[src/rtl/ucode_store.sv]
// Writable 16-entry microcode control store with a checksum-verified host loader.
// The sequencer reads a registered microword; the store stalls the core until a load succeeds.
module ucode_store #(
   parameter int UW = 17
) (
   input  logic          clk,
   input  logic          reset,
   input  logic [3:0]    adr,
   output logic [UW-1:0] uword,
   output logic          stall,
   input  logic          ld_start,
   input  logic          ld_valid,
   input  logic [UW-1:0] ld_data,
   output logic          ld_ready,
   output logic          ld_done,
   output logic          ld_err,
   output logic [4:0]    ld_count,
   output logic [1:0]    dbg_state
);

   localparam logic [1:0] IDLE = 2'd0;
   localparam logic [1:0] LOAD = 2'd1;
   localparam logic [1:0] CSUM = 2'd2;

   // Handshake: a word moves when ld_valid & ld_ready at a rising edge; ld_ready is
   // high in LOAD and CSUM only, and a concurrent ld_start discards the word.

   logic [1:0]    state;
   logic [4:0]    count;
   logic [UW-1:0] acc;
   logic          loaded;
   logic          done_q;
   logic          err_q;
   logic          xfer;
   logic [UW-1:0] mem [16];

   assign ld_ready  = (state == LOAD) || (state == CSUM);
   assign xfer      = ld_valid && ld_ready && !ld_start;
   assign stall     = !loaded || (state != IDLE);
   assign ld_done   = done_q;
   assign ld_err    = err_q;
   assign ld_count  = count;
   assign dbg_state = state;

   always_ff @(posedge clk or negedge reset) begin
      if (!reset) begin
         state  <= IDLE;
         count  <= 5'd0;
         acc    <= '0;
         loaded <= 1'b0;
         done_q <= 1'b0;
         err_q  <= 1'b0;
      end else begin
         done_q <= 1'b0;
         err_q  <= 1'b0;
         if (ld_start) begin
            state  <= LOAD;
            count  <= 5'd0;
            acc    <= '0;
            loaded <= 1'b0;
         end else if (xfer) begin
            if (state == LOAD) begin
               acc   <= acc ^ ld_data;
               count <= count + 5'd1;
               if (count == 5'd15)
                  state <= CSUM;
            end else begin
               if (ld_data == acc) begin
                  loaded <= 1'b1;
                  done_q <= 1'b1;
               end else begin
                  err_q  <= 1'b1;
               end
               state <= IDLE;
            end
         end
      end
   end

   // Storage is deliberately not reset; only the loader may fill it.
   always_ff @(posedge clk) begin
      if (xfer && (state == LOAD))
         mem[count[3:0]] <= ld_data;
   end

   always_ff @(posedge clk or negedge reset) begin
      if (!reset)
         uword <= '0;
      else
         uword <= stall ? '0 : mem[adr];
   end

endmodule
[config.mk]
export PLATFORM = sky130hd
export DESIGN_NAME = ucode_store
export DESIGN_NICKNAME = d
export VERILOG_FILES = /design/src/rtl/ucode_store.sv
export SDC_FILE = /design/constraint.sdc
export NUM_CORES = 1
export LEC_CHECK = 0
export BUFFER_PORTS_ARGS = -buffer_cell sky130_fd_sc_hd__buf_2
export CAP_MARGIN = 10
export CORE_ASPECT_RATIO = 0.8
export CORE_MARGIN = 3
export CORE_UTILIZATION = 35
export DETAILED_ROUTE_END_ITERATION = 10
export PLACE_DENSITY = 0.57
export RECOVER_POWER = 25
export SYNTH_ARGS = -nofsm -noshare
export SYNTH_HDL_FRONTEND = slang
export SYNTH_SLANG_ARGS = --single-unit
[constraint.sdc]
create_clock -name clk -period 2.4 [get_ports clk]
set_input_delay 0.24 -clock clk [delete_from_list [all_inputs] [get_ports clk]]
set_output_delay 0.24 -clock clk [all_outputs]
set_load 0.05 [all_outputs]
After elaboration in Yosys (flattened, before gate mapping)

Memory sizes are Yosys's and may differ from the RTL's.
Cells that the tools add are included.
W data, S select, Z words.

$add $sub $neg: 1
Multiply operators: 0
Divide/modulo/power cells: 0
Order comparisons: 0
Equality and inequality tests: 6
Shifts and indexed selects: 0
Muxes and demuxes: 25
Bitwise operators: 1
Reduce and logical (&&, ||, !) cells: 14

Operators by type and width:

| operator              | number |
|---|---|
| $mux W17              | 4 |
| $eq A17 B17 Y1        | 1 |
| $xor A17 B17 Y17      | 1 |
| $mux W5               | 3 |
| $mux W1               | 14 |
| $mux W2               | 4 |
| $reduce_bool A2 Y1    | 4 |
| $add A5 B1 Y5 const B | 1 |
| $eq A5 B4 Y1 const B  | 1 |
| $reduce_and A2 Y1     | 2 |
| $logic_and A1 B1 Y1   | 3 |
| $ne A3 B2 Y1 const B  | 1 |
| $reduce_and A3 Y1     | 1 |
| $eq A2 B1 Y1 const B  | 1 |
| $eq A2 B2 Y1 const B  | 1 |
| $logic_not A1 Y1      | 2 |
| $logic_or A1 B1 Y1    | 2 |
| $ne A2 B2 Y1 const B  | 1 |

Flip-flop bits (word level): 44
Latch bits: 0
Memory bits (writable): 272
Memory bits (read-only): 0
Input port bits: 25
Output and inout bits: 28
Word-level logic and storage cells: 55
Memories kept: 1

Memories:

| name | words | width | rd ports | clocked after Yosys merged registers in | write ports | line | text |
|---|---|---|---|---|---|---|---|
| mem  | 16    | 17    | 1        | 0                                       | 1           | 35   | `logic [UW-1:0] mem [16];` |

Longest topological paths before layout

Depth after elaboration: 7
Depth in mapped cells: 8
Mapped depth without buffers: 6

Worst setup path before layout

OpenSTA, ideal clock, no wires.

Path type: reg-to-reg
From: reg state[0] (netlist: dbg_state[0])
To: mem mem[11][0], enable pin
Library setup time: 0.375 ns
Arrival: 2.570 ns
Data required time: 2.025 ns
Slack: -0.545 ns
Cell stages (with the launch flop): 6
Buffers on the path: 0
Period minus slack after synthesis: 2.945 ns
Cells stage by stage: dfrtp_1 > inv_1 > ha_1 > nand3_1 > nor4b_1 > and2_1

Word-level cells in the longest chain between the ends: 7
Elaborated cells between the ends (all ways): 8
Those cells by class: eq/ne: 2; mux: 2; reduce/logical: 4

RTL lines:

| element                                      | line | text |
|---|---|---|
| start: declaration                           | 28   | `logic [1:0] state;` |
| start signal: assignment                     | 47   | `state <= IDLE;` |
| start signal: assignment                     | 57   | `state <= LOAD;` |
| start signal: assignment                     | 66   | `state <= CSUM;` |
| $eq A2 B1 Y1 or $eq A2 B2 Y1 (tied branches) | 37   | `assign ld_ready = (state == LOAD) \|\| (state == CSUM);` |
| $logic_or A1 B1 Y1 (*)                       | 37   |  |
| via ld_ready                                 | 14   | `output logic ld_ready,` |
| $logic_and A1 B1 Y1 (*) (2 in a row)         | 38   | `assign xfer = ld_valid && ld_ready && !ld_start;` |
| $logic_and A1 B1 Y1 (*)                      | 82   | `if (xfer && (state == LOAD))` |
| $mux W1 (*)                                  | 82   |  |
| $mux W1 (not written as such) (*)            | 83   | `mem[count[3:0]] <= ld_data;` |
| end: declaration                             | 35   |  |

Mark *: on every way through the listed nets, which the timed path passes. The rest lies on a longest branch.

Worst setup path after layout

From: reg state[1] (netlist: dbg_state[1])
To: mem mem[11][4], enable pin

Word-level cells in the longest chain between the ends: 7
Elaborated cells between the ends (all ways): 8
Those cells by class: eq/ne: 2; mux: 2; reduce/logical: 4

RTL lines:

| element                                      | line |
|---|---|
| $eq A2 B1 Y1 or $eq A2 B2 Y1 (tied branches) | 37, 82 |
| $logic_or A1 B1 Y1                           | 37 |
| $logic_and A1 B1 Y1 (2 in a row)             | 38 |
| $logic_and A1 B1 Y1 (*)                      | 82 |
| $mux W1 (*)                                  | 82 |
| $mux W1 (not written as such) (*)            | 83 |

Every way passes the cells marked *; elsewhere a longest branch is shown, timed or not.

==> results.sh <==
export IMPL_grt_pass1_vias=6498
export IMPL_utilization=0.424
export IMPL_critPathKind="reg2reg"
export IMPL_cap_violations=0
export IMPL_clk_pin_slew_ps=70
export IMPL_rsz0062_at_grt="false"
export IMPL_grt_max_degree=44
export IMPL_avgSynthCellArea_um2=19.4
export IMPL_slew_limit_headroom=0.236
export IMPL_finalSetupTns_ps=0
export IMPL_p_sw_uw=2460
export IMPL_syn_inst=637
export IMPL_numCtsBuffers=30
export IMPL_viasPerCell=5.21
export IMPL_nets=762
export IMPL_fp_coreArea_um2=34200
export IMPL_final_min_clock_period_ps=2300
export IMPL_diodes=0
export IMPL_gp_congestion=0.846
export IMPL_hp_class="in2reg"
export IMPL_grt_ovfl_total=0
export IMPL_synthDistinctLibCells=38
export IMPL_hp_start="ld_valid"
export IMPL_drtIter0Drc=730
export IMPL_vdd_ir_drop_max_v=0.000528
export IMPL_async_flop_share=0.139
export IMPL_reg2reg_from="dbg_state[1]$_DFFE_PN0P_"
export IMPL_track_usage=0.167
export IMPL_worst_slew_pin_slew_ps=1150
export IMPL_nFillCells=3054
export IMPL_cts_tree="built"
export IMPL_slew_viol_final=0
export IMPL_whs_ps=54.8
export IMPL_area_delta_synth_final_pct=17.1
export IMPL_switching_share=0.216
export IMPL_crit_path_start_kind="register"
export IMPL_total_power_uw=11400
export IMPL_std_cell_rows=60
export IMPL_status="complete, no violations"
export IMPL_clk_latency_ps=560
export IMPL_yosysWarnings=0
export IMPL_skew_ps=11.0
export IMPL_die_h_um=174
export IMPL_setup_viol=0
export IMPL_timing_rr_end="mem[11][4]$_DFFE_PP_"
export IMPL_ios=53
export IMPL_grt_pass1_wl_um=45300
export IMPL_vias=6349
export IMPL_min_to="dbg_state[1]$_DFFE_PN0P_"
export IMPL_ys_flop_type="edfxtp_1"
export IMPL_ys_seq_area_frac=0.748
export IMPL_wire_per_inst_um=25.7
export IMPL_cts_htree_levels=1
export IMPL_sequentialPowerShare=0.532
export IMPL_synth_top_cell_area_share=0.660
export IMPL_holdPathStages=3
export IMPL_drt_pass1_iter_count=5
export IMPL_p_int_uw=8940
export IMPL_drt_total_wl_um=31400
export IMPL_synthTopCellsByArea="edfxtp_1 66%, mux4_2 10%, dfrtp_1 8.9%"
export IMPL_syn_num_nets=669
export IMPL_final_layout_size_suffix_gt1_frac=0.259
export IMPL_ant_nets=0
export IMPL_cp_data_required_time_ps=2640
export IMPL_fp_dieW_um=216
export IMPL_combPwrFrac=0.054
export IMPL_rr_worst_depth=5
export IMPL_synth_edf_count=272
export IMPL_startpoint="dbg_state[1]$_DFFE_PN0P_"
export IMPL_pwr_share_clk=0.415
export IMPL_io_buffers=52
export IMPL_pre_cts_ws_ps=137
export IMPL_cts_sinks=316
export IMPL_die_area_um2=37700
export IMPL_ys_ff_latch=316
export IMPL_leakage_uw=0.00513
export IMPL_fmaxAchievable_mhz=434
export IMPL_yosysTopAreaCell="edfxtp_1"
export IMPL_post_route_period_util=0.960
export IMPL_syn_area_um2=12400
export IMPL_setup_slack_ps=96.0
export IMPL_power_density_nw_per_um2=786
export IMPL_worstSetupEndpointType="register"
export IMPL_drc_errors=0
export IMPL_post_dp_hpwl_um=20900
export IMPL_crit_fanout=17
export IMPL_worstPathArrival_ps=2550
export IMPL_antenna_found_initial=1
export IMPL_cts_buffer_depth=3
export IMPL_hold_violations=0
export IMPL_initial_utilization=0.362
export IMPL_regToRegSetupSlack_ps=100
export IMPL_clockRootBuffer="clkbuf_16"
[cell usage after synthesis (2+ instances only)]
cell and instances:
o22ai_1 4, a22oi_1 14, nor4_1 4, nor2_1 23, dfrtp_1 44, and2_1 17
buf_1 2, nor4b_1 2, mux2i_1 34, edfxtp_1 272, buf_2 10, nand3_1 4
buf_4 2, xnor2_1 2, and3_1 15, mux4_2 55, buf_6 5, nand2_1 26
inv_1 7, nor3_1 4, a221o_1 12, a21oi_1 3, ha_1 7, clkbuf_1 10
xor2_1 34, nand4_1 2, a22o_1 12
[flip-flops by register name (all words and copies together), names as in the netlist]
register and count:
mem 272, acc 17, uword 17, ld_count 5
dbg_state 2, ld_done 1, ld_err 1, loaded 1
[worst max-delay path by stage]
stage | cells past startpoint | slack, ps | endpoint
after detailed placement | 6 | 140 | mem[4][9]$_DFFE_PP_
after floorplan | 5 | -60 | mem[4][0]$_DFFE_PP_
after CTS | 6 | 110 | mem[4][2]$_DFFE_PP_
after global routing | 5 | 30 | mem[10][8]$_DFFE_PP_
after global placement | 6 | 240 | mem[4][11]$_DFFE_PP_
final | 5 | 100 | mem[11][4]$_DFFE_PP_
[critical path: stages (launching register included)]
cell and delay (ps):
dfrtp_2 380, inv_1 60, ha_2 360, nand3_1 250
nor4b_2 520, and2_4 400
[power groups by stage]
stage	Sequential [uW]	Clock, uW	Combinational [uW]
2_1_floorplan	6180	0	308
3_3_place_gp	6170	0	609
3_5_place_dp	6170	0	628
4_1_cts	6050	4840	632
5_1_grt	6060	5050	658
6_report	6060	4730	610
[cell usage in the layout (no fill, tap or decap), drive strengths merged, types with 2 or more instances in the layout]
master    instances
edfxtp          272
buf              66
clkbuf           63
mux4             55
dfrtp            44
mux2i            34
xor2             34
nand2            26
nor2             23
and2             17
and3             15
a22oi            14
a22o             12
a221o            12
clkinv           10
inv               9
ha                7
nand3             4
o22ai             4
nor3              4
nor4              4
clkinvlp          4
a21oi             3
nor4b             2
xnor2             2
nand4             2
bufinv            2
[cell type report]
cell class              count  area [um^2]  share of cell area
flip-flops and latches    316         9270               0.639
multi-input cells         283         2940               0.203
clock buffers              39          846              0.0583
repair buffers             91          688              0.0474
well taps                 465          582              0.0401
clock inverters            17          148              0.0102
inverters                   8         30.0             0.00207
[through the flow]
step	instances	area (um^2)
final	1219	14500
after global placement	1162	13600
after global routing	1219	14500
after floorplan	637	12400
after CTS	1219	14600
after detailed placement	1162	13600
[kinds of logic (layout without fill, tap and decap cells)]
logic type	Yosys count	count (layout)	share of synthesized area
AO/OA/AOI/OAI	51	51	0.0337
adder cells (fa/ha/maj)	7	7	0.00707
AND/OR/NAND/NOR	100	100	0.0403
flip-flops	316	316	0.748
XOR/XNOR	36	36	0.0255
multiplexers	89	89	0.128
buffers and inverters	38	155	0.0175
[layer usage]
layer  routed length [um]  global-route usage
met1                14300               0.245
met2                14100               0.250
met3                 2350              0.0402
met4                  645              0.0424
met5                    0                   0
[timing repair]
item,CTS,global route
gates resized for setup,0,1
setup buffers,0,0
setup endpoints to repair,0,68
hold endpoints to repair,33,0
hold buffers,1,0
Power figures use the tool's default switching activity.
